### src/rtl/xgmii_rx_parser.sv
// XGMII receive front end: validates Start/preamble/SFD, realigns lane-4
// starts onto 8-byte beats and emits payload beats (DA first, FCS kept)
// with sop/eop/keep/err qualifiers. No backpressure.
// Optional build macro XGMII_RX_STATS_EN adds frame_cnt/err_cnt outputs.
module xgmii_rx_parser #(
  parameter int MAX_LEN = 1518,
  parameter int CNT_W   = 11
) (
  input  logic        sys_clk,
  input  logic        sys_rst_n,
  input  logic [63:0] xgmii_rxd,
  input  logic [7:0]  xgmii_rxc,
  output logic [63:0] rx_data,
  output logic        rx_valid,
  output logic        rx_sop,
  output logic        rx_eop,
  output logic [7:0]  rx_keep,
  output logic        rx_err
`ifdef XGMII_RX_STATS_EN
  ,
  output logic [31:0] frame_cnt,
  output logic [31:0] err_cnt
`endif
);

  // Control characters of interest (Idle 0x07 and Error 0xFE need no
  // explicit decode: any flagged lane that is not Terminate is an error).
  localparam logic [7:0] CH_START = 8'hFB;
  localparam logic [7:0] CH_TERM  = 8'hFD;

  localparam logic [2:0] ST_IDLE = 3'd0;
  localparam logic [2:0] ST_PRE4 = 3'd1;
  localparam logic [2:0] ST_DATA = 3'd2;
  localparam logic [2:0] ST_TAIL = 3'd3;
  localparam logic [2:0] ST_DROP = 3'd4;

  // Index of the lowest flagged lane, 8 when none.
  function automatic logic [3:0] first_ctl(input logic [7:0] c);
    logic [3:0] idx;
    idx = 4'd8;
    for (int i = 7; i >= 0; i--) begin
      if (c[i]) idx = i[3:0];
    end
    return idx;
  endfunction

  // Contiguous byte mask with n bytes set, n in 0..8.
  function automatic logic [7:0] lane_mask(input logic [3:0] n);
    logic [8:0] m;
    m = (9'd1 << n) - 9'd1;
    return m[7:0];
  endfunction

  logic [63:0]      rxd_q, rxd_d;
  logic [7:0]       rxc_q, rxc_d;
  logic [2:0]       state_q, state_d;
  logic             align_q, align_d;
  logic             first_q, first_d;
  logic [CNT_W-1:0] cnt_q, cnt_d;

  logic [63:0] rx_data_q, rx_data_d;
  logic        rx_valid_q, rx_valid_d;
  logic        rx_sop_q, rx_sop_d;
  logic        rx_eop_q, rx_eop_d;
  logic [7:0]  rx_keep_q, rx_keep_d;
  logic        rx_err_q, rx_err_d;

  logic             start_l0, start_l4, start_any, pre_ok, drop_exit;
  logic [63:0]      win_data;
  logic [7:0]       win_ctl;
  logic [3:0]       n, keep_n, tail_idx;
  logic [7:0]       ctl_byte;
  logic             term_here, bad_here, term_next, tail_go;
  logic [CNT_W:0]   room, n_ext;
  logic             trunc, over;
  logic             beat_eop, beat_err;
  logic [7:0]       beat_keep;
  logic             emit, pre_fail;

  // Input register: the registered word is decoded, the live word is lookahead.
  always_comb begin
    rxd_d = xgmii_rxd;
    rxc_d = xgmii_rxc;
  end

  // Start/preamble recognition and beat-window decode.
  always_comb begin
    start_l0  = (rxc_q == 8'h01) && (rxd_q == 64'hD555_5555_5555_55FB);
    start_l4  = (rxc_q[7:4] == 4'h1) && (rxd_q[39:32] == CH_START) &&
                (rxd_q[63:40] == 24'h55_5555);
    start_any = 1'b0;
    for (int i = 0; i < 8; i++) begin
      if (rxc_q[i] && (rxd_q[8*i +: 8] == CH_START)) start_any = 1'b1;
    end
    pre_ok    = (rxc_q == 8'h00) && (rxd_q[31:0] == 32'hD555_5555);
    drop_exit = (rxc_q == 8'hFF) && !start_any;

    // align=4 window: upper half of registered word + lower half of live word
    win_data = align_q ? {xgmii_rxd[31:0], rxd_q[63:32]} : rxd_q;
    win_ctl  = align_q ? {xgmii_rxc[3:0], rxc_q[7:4]} : rxc_q;
    n        = first_ctl(win_ctl);
    ctl_byte = win_data[{n[2:0], 3'b000} +: 8];
    term_here = (n != 4'd8) && (ctl_byte == CH_TERM);
    bad_here  = (n != 4'd8) && (ctl_byte != CH_TERM);

    // Terminate in lane 0 of the next window closes a full beat now.
    term_next = (n == 4'd8) &&
                (align_q ? (xgmii_rxc[4] && (xgmii_rxd[39:32] == CH_TERM))
                         : (xgmii_rxc[0] && (xgmii_rxd[7:0] == CH_TERM)));

    // Terminate in lanes 5..7 of the live word leaves 1..3 bytes for a tail beat.
    tail_idx = first_ctl({xgmii_rxc[7:5], 5'b0_0000});
    tail_go  = !xgmii_rxc[4] && (tail_idx != 4'd8) &&
               (xgmii_rxd[{tail_idx[2:0], 3'b000} +: 8] == CH_TERM);

    // Oversize: cnt_q stays below MAX_LEN while a frame is open.
    room   = (CNT_W+1)'(MAX_LEN) - {1'b0, cnt_q};
    n_ext  = (CNT_W+1)'(n);
    trunc  = room < n_ext;
    over   = trunc || ((room == n_ext) && !term_here && !term_next);
    keep_n = trunc ? room[3:0] : n;

    beat_eop  = term_here || bad_here || term_next || over;
    beat_err  = bad_here || over;
    beat_keep = lane_mask(keep_n);
  end

  // Frame FSM: next state, alignment, sop flag and byte count.
  always_comb begin
    state_d  = state_q;
    align_d  = align_q;
    first_d  = first_q;
    cnt_d    = cnt_q;
    emit     = 1'b0;
    pre_fail = 1'b0;
    case (state_q)
      ST_IDLE: begin
        if (start_l0) begin
          state_d = ST_DATA;
          align_d = 1'b0;
          first_d = 1'b1;
          cnt_d   = '0;
        end else if (start_l4) begin
          state_d = ST_PRE4;
          align_d = 1'b1;
          first_d = 1'b1;
          cnt_d   = '0;
        end else if (start_any) begin
          state_d  = ST_DROP;
          pre_fail = 1'b1;
        end
      end
      // The preamble word also carries payload bytes 0..3, so a pass emits.
      ST_PRE4: begin
        if (pre_ok) begin
          emit = 1'b1;
        end else begin
          state_d  = ST_DROP;
          pre_fail = 1'b1;
        end
      end
      ST_DATA, ST_TAIL: emit = 1'b1;
      ST_DROP: begin
        if (drop_exit) state_d = ST_IDLE;
      end
      default: state_d = ST_IDLE;
    endcase

    if (emit) begin
      first_d = 1'b0;
      cnt_d   = cnt_q + CNT_W'(8);
      if (beat_err)                 state_d = ST_DROP;
      else if (beat_eop)            state_d = ST_IDLE;
      else if (align_q && tail_go)  state_d = ST_TAIL;
      else                          state_d = ST_DATA;
    end
  end

  // Output beat: zero when idle so the stream is clean between frames.
  always_comb begin
    rx_valid_d = emit;
    rx_data_d  = emit ? win_data : 64'd0;
    rx_keep_d  = emit ? beat_keep : 8'd0;
    rx_sop_d   = emit && first_q;
    rx_eop_d   = emit && beat_eop;
    rx_err_d   = emit && beat_err;
  end

  // State and output registers, cleared asynchronously.
  always_ff @(posedge sys_clk or negedge sys_rst_n) begin
    if (!sys_rst_n) begin
      rxd_q      <= 64'd0;
      rxc_q      <= 8'd0;
      state_q    <= ST_IDLE;
      align_q    <= 1'b0;
      first_q    <= 1'b0;
      cnt_q      <= '0;
      rx_data_q  <= 64'd0;
      rx_valid_q <= 1'b0;
      rx_sop_q   <= 1'b0;
      rx_eop_q   <= 1'b0;
      rx_keep_q  <= 8'd0;
      rx_err_q   <= 1'b0;
    end else begin
      rxd_q      <= rxd_d;
      rxc_q      <= rxc_d;
      state_q    <= state_d;
      align_q    <= align_d;
      first_q    <= first_d;
      cnt_q      <= cnt_d;
      rx_data_q  <= rx_data_d;
      rx_valid_q <= rx_valid_d;
      rx_sop_q   <= rx_sop_d;
      rx_eop_q   <= rx_eop_d;
      rx_keep_q  <= rx_keep_d;
      rx_err_q   <= rx_err_d;
    end
  end

  assign rx_data  = rx_data_q;
  assign rx_valid = rx_valid_q;
  assign rx_sop   = rx_sop_q;
  assign rx_eop   = rx_eop_q;
  assign rx_keep  = rx_keep_q;
  assign rx_err   = rx_err_q;

`ifdef XGMII_RX_STATS_EN
  logic [31:0] frame_cnt_q, frame_cnt_d;
  logic [31:0] err_cnt_q, err_cnt_d;

  // Good frames count on a clean eop; errors on preamble failures and err-eops.
  always_comb begin
    frame_cnt_d = frame_cnt_q + {31'd0, emit && beat_eop && !beat_err};
    err_cnt_d   = err_cnt_q + {31'd0, pre_fail || (emit && beat_err)};
  end

  // Statistics registers, wrapping at 2^32.
  always_ff @(posedge sys_clk or negedge sys_rst_n) begin
    if (!sys_rst_n) begin
      frame_cnt_q <= 32'd0;
      err_cnt_q   <= 32'd0;
    end else begin
      frame_cnt_q <= frame_cnt_d;
      err_cnt_q   <= err_cnt_d;
    end
  end

  assign frame_cnt = frame_cnt_q;
  assign err_cnt   = err_cnt_q;
`else
  // Without statistics the failure strobe has no consumer.
  logic stats_unused;
  assign stats_unused = pre_fail;
`endif

endmodule

### config.mk
export PLATFORM = sky130hd
export DESIGN_NAME = xgmii_rx_parser
export DESIGN_NICKNAME = d
export VERILOG_FILES = /design/src/rtl/xgmii_rx_parser.sv
export SDC_FILE = /design/constraint.sdc
export NUM_CORES = 1
export LEC_CHECK = 0
export ABC_AREA = 1
export BUFFER_PORTS_ARGS = -buffer_cell sky130_fd_sc_hd__buf_2
export CAP_MARGIN = 20
export CELL_PAD_IN_SITES_DETAIL_PLACEMENT = 0
export CELL_PAD_IN_SITES_GLOBAL_PLACEMENT = 2
export CORE_MARGIN = 4
export CORE_UTILIZATION = 32
export DETAILED_ROUTE_END_ITERATION = 10
export PLACE_DENSITY = 0.82
export SLEW_MARGIN = 20
export SYNTH_ARGS = -nofsm -noshare
export SYNTH_HDL_FRONTEND = slang
export SYNTH_SLANG_ARGS = --single-unit
### constraint.sdc
create_clock -name sys_clk -period 3.2 [get_ports sys_clk]
set_input_delay 0.16 -clock sys_clk [delete_from_list [all_inputs] [get_ports sys_clk]]
set_output_delay 0.16 -clock sys_clk [all_outputs]
set_load 0.02 [all_outputs]
### Word level (Yosys, flattened, before mapping)

Cells that the tools add are included.

* reductions and logical operators: 44
* bitwise gates (word level): 0
* magnitude comparators: 1
* add/subtract/negate cells: 3
* div/mod/pow operators: 0
* mux-type cells: 46
* equal/unequal tests: 31
* shift operators: 3
* multipliers: 0

Operators by type and width (count)
* $mux 64: 2
* $shiftx 64x7->8: 2
* $eq 8x8->1 const B: 13
* $eq 64x64->1 const B: 1
* $mux 4: 12
* $mux 11: 4
* $eq 32x32->1 const B: 1
* $logic_and 1x1->1: 26
* $eq 24x23->1 const B: 1
* $mux 3: 7
* $mux 1: 16
* $mux 8: 2
* $eq 12x4->1: 1
* $lt 12x4->1: 1
* $pmux 3 s4: 1
* $sub 11x11->12 const A: 1
* $add 11x4->11 const B: 1
* $eq 8x1->1 const B: 1
* $logic_not 8->1: 1
* $ne 4x4->1 const B: 2
* $ne 8x8->1 const B: 1
* $shl 1x4->8 const A: 1
* $sub 8x1->8 const B: 1
* $eq 3x2->1 const B: 2
* other kinds (17): 27

* memory bits (writable): 0
* word-level logic and storage cells: 140
* memories kept: 0
* register bits: 164
* latch bits: 0
* output and inout bits: 76
* ROM bits: 0
* bits of input ports: 74

### Logic depth before layout (Yosys ltp)

Gate-level depths: netlist (run 1).

* word-level depth: 20
* depth in mapped cells: 20
* gate-level depth less buffers: 20

### Worst setup path before layout (run 1)

No wires, ideal clock.

* path type: register -> register
* start: register align_q
* end: register rx_keep_q[4] (netlist: rx_keep[4])
* period minus slack after synthesis: 2.508 ns
* required time: 3.068 ns
* buffers on the path: 1
* slack: 0.692 ns
* cell stages (with the launch flop): 19
* library setup time: 0.132 ns
* arrival time: 2.376 ns
* path through: dfrtp_1 buf_6 nand2_1 nand2_1 nand3_1 nor3_2 inv_1 nor2_1 inv_1 ha_1 nand2_2 nand3_4 nand2_1 nor2_1 nand2_1 ha_1 nand2_1 xnor2_1 nor2_1

* cells in the longest elaborated chain, start to end: 14

RTL lines
* start: declaration: RTL line 57 `logic align_q, align_d;`
* start signal: assignment: RTL line 208 `align_q <= align_d;`
* $mux 8 (*): RTL line 100 `win_ctl = align_q ? {xgmii_rxc[3:0], rxc_q[7:4]} : rxc_q;`
* $mux 4 (7 in series): RTL line 42 `if (c[i]) idx = i[3:0];`
* $mux 4 (*): RTL line 42
* $lt 12x4->1: RTL line 119 `trunc = room < n_ext;`
* $mux 4 (*): RTL line 121 `keep_n = trunc ? room[3:0] : n;`
* $shl 1x4->8 (*): RTL line 50 `m = (9'd1 << n) - 9'd1;`
* $sub 8x1->8 (*): RTL line 50
* $mux 8 (*): RTL line 183 `rx_keep_d = emit ? beat_keep : 8'd0;`
* net rx_keep_d[4]: RTL line 65 `logic [7:0] rx_keep_q, rx_keep_d;`
* end signal: assignment: RTL line 215 `rx_keep_q <= rx_keep_d;`
* end: declaration: RTL line 65

The timed path passes the listed nets; every way through them passes the cells marked *.
A chain may end at the register's enable or synchronous reset.

### Final worst setup path (run 1)

Ends and elaborated chain as after synthesis.

==> run_summary.xml, run 1 <==
<?xml version="1.0" encoding="UTF-8"?>
<metrics>
  <group name="synthesis">
    <metric name="number_of_warning_messages_in_the_yosys_log" unit="">0</metric>
    <metric name="leading_cell_type_by_number_of_instances_after_synthesis" unit="">sky130_fd_sc_hd__dfrtp_1</metric>
    <metric name="synthDominantAreaCellType" unit="">sky130_fd_sc_hd__dfrtp_1</metric>
    <metric name="synth_adder_area_share" unit="%">1.05</metric>
    <metric name="syn_area" unit="um2">7140</metric>
    <metric name="synth_area_in_compound_gates" unit="%">8.33</metric>
    <metric name="synth_simple_gate_area_share" unit="%">24.0</metric>
    <metric name="netlist_top_cells_area" unit="">sky130_fd_sc_hd__dfrtp_1 (56%), sky130_fd_sc_hd__nand2_1 (7.6%), sky130_fd_sc_hd__inv_1 (7.3%)</metric>
    <metric name="synth_flop_cell" unit="">sky130_fd_sc_hd__dfrtp_1</metric>
    <metric name="synth.area.mux_share" unit="%">0.140</metric>
    <metric name="asr_flop_ratio_synth" unit="%">100</metric>
    <metric name="total_of_flip_flops_plus_latches_after_synthesis" unit="">161</metric>
    <metric name="post_synthesis_instance_total" unit="">830</metric>
    <metric name="synth-edff-count" unit="">0</metric>
    <metric name="register_area_share_after_synthesis" unit="%">56.5</metric>
    <metric name="yosys.cell_types.count" unit="">43</metric>
    <metric name="synth.top_cell.area_share" unit="%">56.5</metric>
    <metric name="synth_fp_nets" unit="">910</metric>
    <metric name="synth_top_family_by_area" unit="">simple AND/OR/NAND/NOR gates</metric>
    <metric name="post_synth.cell_area_avg" unit="um2">8.60</metric>
    <metric name="synthXorXnorAreaFrac" unit="%">0.491</metric>
    <metric name="synth.cells.most_frequent" unit="">sky130_fd_sc_hd__dfrtp_1 (161), sky130_fd_sc_hd__nand2_1 (145), sky130_fd_sc_hd__inv_1 (138), sky130_fd_sc_hd__nor2_1 (112), sky130_fd_sc_hd__o21ai_0 (65)</metric>
  </group>
  <group name="placement">
    <metric name="place.port_buffers" unit="">149</metric>
    <metric name="place_hpwl" unit="um">16200</metric>
    <metric name="globalplace.congestion" unit="">0.873</metric>
    <metric name="total_instance_count_after_detailed_placement" unit="">1243</metric>
    <metric name="detailed_place.area" unit="um2">8190</metric>
  </group>
  <group name="power">
    <metric name="power.share.switching" unit="%">25.0</metric>
    <metric name="power_per_cell_area" unit="nW/um2">479</metric>
    <metric name="total_switching_power" unit="mW">1.14</metric>
    <metric name="p_leak" unit="nW">4.91</metric>
    <metric name="power_frac_seq" unit="%">46.8</metric>
    <metric name="internal-power" unit="mW">3.41</metric>
    <metric name="power.share.clock" unit="%">45.0</metric>
    <metric name="power_frac_comb" unit="%">8.2</metric>
    <metric name="ir_worst_vdd" unit="uV">284</metric>
    <metric name="p_total" unit="mW">4.55</metric>
  </group>
  <group name="die">
    <metric name="floorplan.rows" unit="">54</metric>
    <metric name="chip_width" unit="um">157</metric>
    <metric name="initial_core_util" unit="%">32.6</metric>
    <metric name="fp.coreArea" unit="um2">21900</metric>
    <metric name="die_height" unit="um">157</metric>
    <metric name="boundaryPins" unit="">150</metric>
    <metric name="floorplan.die_area" unit="um2">24800</metric>
  </group>
  <group name="route">
    <metric name="dr_wl_met3" unit="um">1050</metric>
    <metric name="m1WireLength" unit="um">10200</metric>
    <metric name="vias" unit="">6192</metric>
    <metric name="drt_iter0_markers" unit="">327</metric>
    <metric name="routed_wire_length_per_instance" unit="um">16.0</metric>
    <metric name="highest_layer" unit="">met4</metric>
    <metric name="detailroute.wirelength.met2" unit="um">10000</metric>
    <metric name="antenna_left" unit="">0</metric>
    <metric name="firstDrtPassIters" unit="">5</metric>
    <metric name="post_drt_via_cell_ratio" unit="">4.59</metric>
    <metric name="detail_route.drc_violations" unit="">0</metric>
    <metric name="wl" unit="um">21600</metric>
  </group>
  <group name="global_route">
    <metric name="first_global_vias" unit="">6374</metric>
    <metric name="grt_usage" unit="%">18.1</metric>
    <metric name="largest_net_degree_at_the_start_of_global_routing" unit="">94</metric>
    <metric name="grt.overflow.total" unit="">0</metric>
    <metric name="grt_first_pass_wirelength" unit="um">34600</metric>
    <metric name="antenna_found_initial" unit="">0</metric>
  </group>
  <group name="cts">
    <metric name="clk_pin_slew_worst_setup_hold_paths" unit="ns">0.07</metric>
    <metric name="depth_of_the_cts_h_tree" unit="">4</metric>
    <metric name="ctsLongestPathBuffers" unit="">2</metric>
    <metric name="cts.sink_count" unit="">161</metric>
    <metric name="clock_tree.root_cell" unit="">sky130_fd_sc_hd__clkbuf_16</metric>
    <metric name="cts_tree" unit="">done</metric>
    <metric name="postCtsSetupRepairBufs" unit="">0</metric>
    <metric name="insertion_delay" unit="ns">0.43</metric>
    <metric name="inserted_clock_buffers" unit="">17</metric>
  </group>
  <group name="timing">
    <metric name="tightestPinTransition" unit="ns">0.638</metric>
    <metric name="max_slew_margin" unit="%">57.4</metric>
    <metric name="final.setup.tns" unit="ns">0</metric>
    <metric name="rsz0062_at_grt" unit="">no</metric>
    <metric name="hold_violations" unit="">0</metric>
    <metric name="achievable-frequency" unit="MHz">351</metric>
    <metric name="finalClockSkew" unit="ns">0.0147</metric>
    <metric name="final.min_clock_period" unit="ns">2.85</metric>
    <metric name="slew_violations" unit="">0</metric>
    <metric name="finalSetupViolations" unit="">0</metric>
    <metric name="min_period_over_period" unit="%">89.0</metric>
  </group>
  <group name="worst_setup_path">
    <metric name="crit_type" unit="">reg -&gt; reg</metric>
    <metric name="setup.worst_path.end_class" unit="">flop</metric>
    <metric name="worst_r2r_startpoint" unit="">align_q$_DFFE_PN0P_</metric>
    <metric name="critical_path_start_type" unit="">flop</metric>
    <metric name="ff2ff_path_depth" unit="">18</metric>
    <metric name="critPathMaxFanout" unit="">18</metric>
    <metric name="crit-reg2reg-capture" unit="">rx_keep[4]$_DFF_PN0_</metric>
    <metric name="crit_arrival" unit="ns">3.16</metric>
    <metric name="setup.reg_to_reg.worst_slack" unit="ns">0.35</metric>
    <metric name="crit_required" unit="ns">3.51</metric>
  </group>
  <group name="flow_run">
    <metric name="drv_cap" unit="">0</metric>
  </group>
  <group name="final_layout">
    <metric name="cell_area_after_layout" unit="um2">9500</metric>
    <metric name="fin_nets" unit="">1135</metric>
    <metric name="area_delta_synth_final" unit="%">33.2</metric>
    <metric name="post_route_cells_drive_above_1_share" unit="%">19.9</metric>
    <metric name="finish.cell_count_without_fillers" unit="">1348</metric>
    <metric name="antenna_cells_inserted" unit="">0</metric>
  </group>
  <group name="status">
    <metric name="run_status" unit="">finished, final reports clean</metric>
  </group>
  <group name="worst_hold_path">
    <metric name="timing.hold.worst.class" unit="">in -&gt; async</metric>
  </group>
</metrics>
==> logic make-up after synthesis <==
| kind of cell | Yosys count |
|---|---|
| simple gates | 380 |
| buf+inv | 169 |
| flops | 161 |
| compound gates | 109 |
| fa+ha+maj | 6 |
| xor+xnor | 4 |
| mux | 1 |
==> area by class of cell <==
type,count,area [um2]
inverter,145,544
tap,280,350
clock inverter,13,151
sequential,161,4030
fill,2250,12400
timing repair buffer,230,1570
clock buffer,19,433
multi-input combinational,500,2420
==> per-layer routing <==
metal	up-vias	GRT usage, %
li1	3103	-
met1	2913	25.4
met2	159	28.8
met3	17	3.88
met4	0	4.42
met5	-	0
==> critical path, stage by stage, from the launching register on <==
cell and delay (ns):
sky130_fd_sc_hd__dfrtp_4 0.58, sky130_fd_sc_hd__inv_2 0.10, sky130_fd_sc_hd__nand2_1 0.05, sky130_fd_sc_hd__nand2_1 0.07, sky130_fd_sc_hd__nand3_1 0.11, sky130_fd_sc_hd__nor3_2 0.23
sky130_fd_sc_hd__inv_1 0.07, sky130_fd_sc_hd__nor2_1 0.15, sky130_fd_sc_hd__inv_1 0.08, sky130_fd_sc_hd__ha_1 0.34, sky130_fd_sc_hd__nand2_2 0.09, sky130_fd_sc_hd__nand3_4 0.12
sky130_fd_sc_hd__nand2_1 0.06, sky130_fd_sc_hd__nor2_1 0.11, sky130_fd_sc_hd__nand2_1 0.07, sky130_fd_sc_hd__ha_1 0.24, sky130_fd_sc_hd__nand2_1 0.10, sky130_fd_sc_hd__xnor2_1 0.11
sky130_fd_sc_hd__nor2_1 0.05
==> state kept, by name (all words and copies together) (netlist names) <==
register	flops
rx_valid	1
rx_data	64
rx_sop	1
rx_eop	1
rx_err	1
rxd_q	64
rxc_q	8
align_q	1
rx_keep	8
state_q	3
first_q	1
cnt_q	8
==> worst max path at each step <==
stage	cells after the start	endpoint	start
floorplan	18	rx_keep[4]$_DFF_PN0_	align_q$_DFFE_PN0P_
global placement	18	rx_keep[4]$_DFF_PN0_	align_q$_DFFE_PN0P_
detailed placement	18	rx_keep[4]$_DFF_PN0_	align_q$_DFFE_PN0P_
CTS	18	rx_keep[4]$_DFF_PN0_	align_q$_DFFE_PN0P_
global route	18	rx_keep[4]$_DFF_PN0_	align_q$_DFFE_PN0P_
finish	18	rx_keep[4]$_DFF_PN0_	align_q$_DFFE_PN0P_
==> through the flow <==
stage / utilization, % / setup slack (ns) / hold slack (ns)
global placement: 37.4 / 0.434 / 0.201
global route: 43.4 / 0.102 / 0.356
CTS: 43.4 / 0.341 / 0.316
detailed placement: 37.4 / 0.346 / 0.204
finish: 43.4 / 0.352 / 0.287
floorplan: - / 0.692 / -0.136
==> timing repair <==
item	4_1_cts	5_1_grt
hold buffers	73	0
resized for setup	0	0
endpoints found under the hold margin	137	0
==> power by group through the flow <==
stage	registers (mW)	logic, mW	clock network, mW
after floorplan	2.15	0.147	0
after global placement	2.16	0.308	0
after detailed placement	2.16	0.307	0
after CTS	2.13	0.379	2.10
after global routing	2.13	0.423	2.20
final	2.13	0.374	2.05
==> layout by cell type (no fill, tap or decap), types with 2 or more instances in the layout <==
cell                            count
sky130_fd_sc_hd__a21oi_1            9
sky130_fd_sc_hd__buf_12             2
sky130_fd_sc_hd__buf_2            148
sky130_fd_sc_hd__buf_4              6
sky130_fd_sc_hd__bufinv_16          2
sky130_fd_sc_hd__clkbuf_1           2
sky130_fd_sc_hd__clkbuf_16         17
sky130_fd_sc_hd__clkinv_4           2
sky130_fd_sc_hd__clkinvlp_4         3
sky130_fd_sc_hd__dfrtp_1          160
sky130_fd_sc_hd__dlygate4sd3_1     73
sky130_fd_sc_hd__ha_1               6
sky130_fd_sc_hd__inv_1            137
sky130_fd_sc_hd__inv_2              8
sky130_fd_sc_hd__inv_6              4
sky130_fd_sc_hd__nand2_1          145
sky130_fd_sc_hd__nand2_2            5
sky130_fd_sc_hd__nand2_4            2
sky130_fd_sc_hd__nand3_1           34
sky130_fd_sc_hd__nand3b_1           2
sky130_fd_sc_hd__nand4_1           38
sky130_fd_sc_hd__nor2_1           112
sky130_fd_sc_hd__nor2_4             2
sky130_fd_sc_hd__nor3_1            21
sky130_fd_sc_hd__nor4_1            12
sky130_fd_sc_hd__o21a_1             3
sky130_fd_sc_hd__o21ai_0           65
sky130_fd_sc_hd__o21ai_1           16
sky130_fd_sc_hd__o21ai_2            3
sky130_fd_sc_hd__o22ai_1            4
sky130_fd_sc_hd__o31ai_1            3
sky130_fd_sc_hd__xor2_1             3
No activity file was read; power rests on OpenSTA's default activity.
==> run 2, diff against run 1 <==
--- a/config.mk
+++ b/config.mk
@@ -11,9 +11,9 @@
 export CELL_PAD_IN_SITES_DETAIL_PLACEMENT = 0
 export CELL_PAD_IN_SITES_GLOBAL_PLACEMENT = 2
 export CORE_MARGIN = 4
-export CORE_UTILIZATION = 32
+export CORE_UTILIZATION = 35
 export DETAILED_ROUTE_END_ITERATION = 10
-export PLACE_DENSITY = 0.82
+export PLACE_DENSITY = 0.88
 export SLEW_MARGIN = 20
 export SYNTH_ARGS = -nofsm -noshare
 export SYNTH_HDL_FRONTEND = slang
==> constraint.sdc (replaced) <==
create_clock -name sys_clk -period 3.7 [get_ports sys_clk]
set_input_delay 0.185 -clock sys_clk [delete_from_list [all_inputs] [get_ports sys_clk]]
set_output_delay 0.185 -clock sys_clk [all_outputs]
set_load 0.02 [all_outputs]
==> run_summary.xml, run 2 (same netlist as run 1, synthesis figures left out) <==
<?xml version="1.0" encoding="UTF-8"?>
<metrics>
  <group name="status">
    <metric name="run_status" unit="">finished, final reports clean</metric>
  </group>
  <group name="die">
    <metric name="chip_width" unit="um">151</metric>
    <metric name="boundaryPins" unit="">150</metric>
    <metric name="floorplan.die_area" unit="um2">22700</metric>
    <metric name="initial_core_util" unit="%">36.1</metric>
    <metric name="die_height" unit="um">151</metric>
    <metric name="floorplan.rows" unit="">51</metric>
    <metric name="fp.coreArea" unit="um2">19800</metric>
  </group>
  <group name="worst_setup_path">
    <metric name="critPathMaxStageDelay" unit="ns">0.68</metric>
    <metric name="critPathMaxFanout" unit="">50</metric>
    <metric name="timing.critical_path.max_delay_family" unit="">simple AND/OR/NAND/NOR gates</metric>
    <metric name="critical_path_start_type" unit="">flop</metric>
    <metric name="crit_required" unit="ns">4.01</metric>
    <metric name="ff2ff_path_depth" unit="">18</metric>
    <metric name="worst-path-buf-inv" unit="">3</metric>
    <metric name="setup.reg_to_reg.worst_slack" unit="ns">0.47</metric>
    <metric name="critical_path.most_common_cell" unit="">sky130_fd_sc_hd__nand2_1</metric>
    <metric name="worst_r2r_startpoint" unit="">align_q$_DFFE_PN0P_</metric>
    <metric name="crit_arrival" unit="ns">3.53</metric>
    <metric name="worst_setup_path_endpoint" unit="">rx_keep[4]$_DFF_PN0_</metric>
    <metric name="cpMaxStageDelayCell" unit="">sky130_fd_sc_hd__dfrtp_4</metric>
    <metric name="cp_cell_sequence" unit="">inv_2 -&gt; nand2_1 -&gt; nand2_1 -&gt; nand3_1 -&gt; nor3_2 -&gt; inv_1 -&gt; nor2_1 -&gt; inv_1 -&gt; ha_1 -&gt; nand2_2 -&gt; nand3_4 -&gt; nand2_1 -&gt; nor2_1 -&gt; nand2_1 -&gt; ha_1 -&gt; nand2_1 -&gt; xnor2_1 -&gt; nor2_1</metric>
    <metric name="setup.worst_path.end_class" unit="">flop</metric>
    <metric name="crit_type" unit="">reg -&gt; reg</metric>
    <metric name="worstSetupStartpoint" unit="">align_q$_DFFE_PN0P_</metric>
    <metric name="cp.depth" unit="">18</metric>
    <metric name="crit-reg2reg-capture" unit="">rx_keep[4]$_DFF_PN0_</metric>
  </group>
  <group name="placement">
    <metric name="place_hpwl" unit="um">15600</metric>
    <metric name="detailed_place.area" unit="um2">8130</metric>
    <metric name="place.port_buffers" unit="">149</metric>
    <metric name="globalplace.congestion" unit="">0.875</metric>
    <metric name="dpl_worst_slack" unit="ns">0.505</metric>
  </group>
  <group name="timing">
    <metric name="final.setup.tns" unit="ns">0</metric>
    <metric name="max_slew_margin" unit="%">39.0</metric>
    <metric name="finalClockSkew" unit="ns">0.0110</metric>
    <metric name="hold_violations" unit="">0</metric>
    <metric name="tightestPinTransition" unit="ns">0.916</metric>
    <metric name="rsz0062_at_grt" unit="">no</metric>
    <metric name="slew_violations" unit="">0</metric>
    <metric name="finalSetupViolations" unit="">0</metric>
    <metric name="fin_ws" unit="ns">0.474</metric>
    <metric name="achievable-frequency" unit="MHz">310</metric>
    <metric name="final.min_clock_period" unit="ns">3.23</metric>
    <metric name="min_period_over_period" unit="%">87.2</metric>
  </group>
  <group name="power">
    <metric name="power.share.switching" unit="%">25.3</metric>
    <metric name="internal-power" unit="mW">2.96</metric>
    <metric name="p_total" unit="mW">3.96</metric>
    <metric name="ir_worst_vdd" unit="uV">310</metric>
    <metric name="total_switching_power" unit="mW">1.00</metric>
    <metric name="power_per_cell_area" unit="nW/um2">418</metric>
    <metric name="power_frac_seq" unit="%">46.5</metric>
    <metric name="power.share.clock" unit="%">45.4</metric>
    <metric name="power_frac_comb" unit="%">8.1</metric>
    <metric name="p_leak" unit="nW">4.91</metric>
  </group>
  <group name="worst_hold_path">
    <metric name="timing.hold.worst.class" unit="">in -&gt; reg</metric>
  </group>
  <group name="global_route">
    <metric name="antenna_found_initial" unit="">0</metric>
    <metric name="first_global_vias" unit="">6173</metric>
    <metric name="grt_usage" unit="%">19.0</metric>
    <metric name="grt_first_pass_wirelength" unit="um">33100</metric>
    <metric name="largest_net_degree_at_the_start_of_global_routing" unit="">100</metric>
    <metric name="grt.overflow.total" unit="">0</metric>
  </group>
  <group name="cts">
    <metric name="ctsLongestPathBuffers" unit="">2</metric>
    <metric name="cts-hold-fix-buffers" unit="">73</metric>
    <metric name="cts_tree" unit="">done</metric>
    <metric name="insertion_delay" unit="ns">0.43</metric>
    <metric name="cts.sink_count" unit="">161</metric>
    <metric name="depth_of_the_cts_h_tree" unit="">4</metric>
    <metric name="cts.repair.resized" unit="">0</metric>
    <metric name="inserted_clock_buffers" unit="">17</metric>
    <metric name="postCtsSetupRepairBufs" unit="">0</metric>
    <metric name="clk_pin_slew_worst_setup_hold_paths" unit="ns">0.07</metric>
    <metric name="clock_tree.root_cell" unit="">sky130_fd_sc_hd__clkbuf_16</metric>
  </group>
  <group name="final_layout">
    <metric name="n_fill_cell" unit="">1971</metric>
    <metric name="antenna_cells_inserted" unit="">0</metric>
    <metric name="post_route_cells_drive_above_1_share" unit="%">19.8</metric>
    <metric name="area_delta_synth_final" unit="%">32.6</metric>
    <metric name="mostFrequentLayoutCells" unit="">sky130_fd_sc_hd__dfrtp_1 (160), sky130_fd_sc_hd__buf_2 (148), sky130_fd_sc_hd__nand2_1 (145)</metric>
    <metric name="fin_nets" unit="">1132</metric>
    <metric name="final_common_cell" unit="">sky130_fd_sc_hd__dfrtp_1</metric>
    <metric name="cell_area_after_layout" unit="um2">9460</metric>
  </group>
  <group name="route">
    <metric name="vias" unit="">6123</metric>
    <metric name="antenna_left" unit="">0</metric>
    <metric name="post_drt_via_cell_ratio" unit="">4.60</metric>
    <metric name="detail_route.drc_violations" unit="">0</metric>
    <metric name="routed_wire_length_per_instance" unit="um">15.7</metric>
    <metric name="firstDrtPassIters" unit="">5</metric>
    <metric name="wl" unit="um">20900</metric>
    <metric name="drt_iter0_markers" unit="">321</metric>
  </group>
  <group name="flow_run">
    <metric name="drv_cap" unit="">0</metric>
  </group>
</metrics>
run 2: cell types whose count changed in the layout (fill, tap and decap cells not counted), sizes merged:
cell	previous run	this run
clkbuf	19	17
buf	157	154
inv	150	154
clkinvlp	3	0
clkinv	3	4
run 2: metal layers:
metal  part of all wire [%]  routed length (um)  global-route usage [%]
met2                     46                9590                    29.9
met4                    1.6                 340                    5.67
met5                      0                   0                       0
met1                     48                9990                    26.8
met3                    4.7                 990                    3.74
run 2: how the worst min path moves through the flow:
stage | start | to | slack, ns | cells past startpoint
final | xgmii_rxd[54] | rxd_q[54]$_DFF_PN0_ | 0.40 | 2
after global routing | xgmii_rxd[46] | rxd_q[46]$_DFF_PN0_ | 0.39 | 2
after CTS | xgmii_rxd[55] | rxd_q[55]$_DFF_PN0_ | 0.39 | 2
after detailed placement | xgmii_rxd[44] | rxd_q[44]$_DFF_PN0_ | 0.31 | 1
after global placement | xgmii_rxd[44] | rxd_q[44]$_DFF_PN0_ | 0.31 | 1
after floorplan | sys_rst_n | align_q$_DFFE_PN0P_ | -0.11 | 0
run 2: layout make-up:
| cell class | instances | area, um2 | share of cell area [%] |
|---|---|---|---|
| Tap cell | 265 | 332 | 3.50 |
| Clock buffer | 17 | 425 | 4.50 |
| Clock inverter | 15 | 171 | 1.81 |
| Multi-Input combinational cell | 500 | 2420 | 25.6 |
| Inverter | 145 | 544 | 5.75 |
| Timing Repair Buffer | 227 | 1530 | 16.2 |
| Sequential cell | 161 | 4030 | 42.6 |
run 2: power by group through the flow:
stage | Sequential [mW] | Clock (mW) | Combinational [mW]
CTS | 1.84 | 1.83 | 0.324
detailed placement | 1.87 | 0 | 0.262
finish | 1.84 | 1.80 | 0.321
global placement | 1.87 | 0 | 0.263
floorplan | 1.86 | 0 | 0.127
global route | 1.84 | 1.92 | 0.364
run 2: per-stage QoR:
stage               util, %  instances  hold WS, ns
global route           47.8       1330        0.393
global placement       41.1       1225        0.308
floorplan                 -        830       -0.111
CTS                    47.8       1330        0.388
finish                 47.8       1330        0.404
detailed placement     41.1       1225        0.310
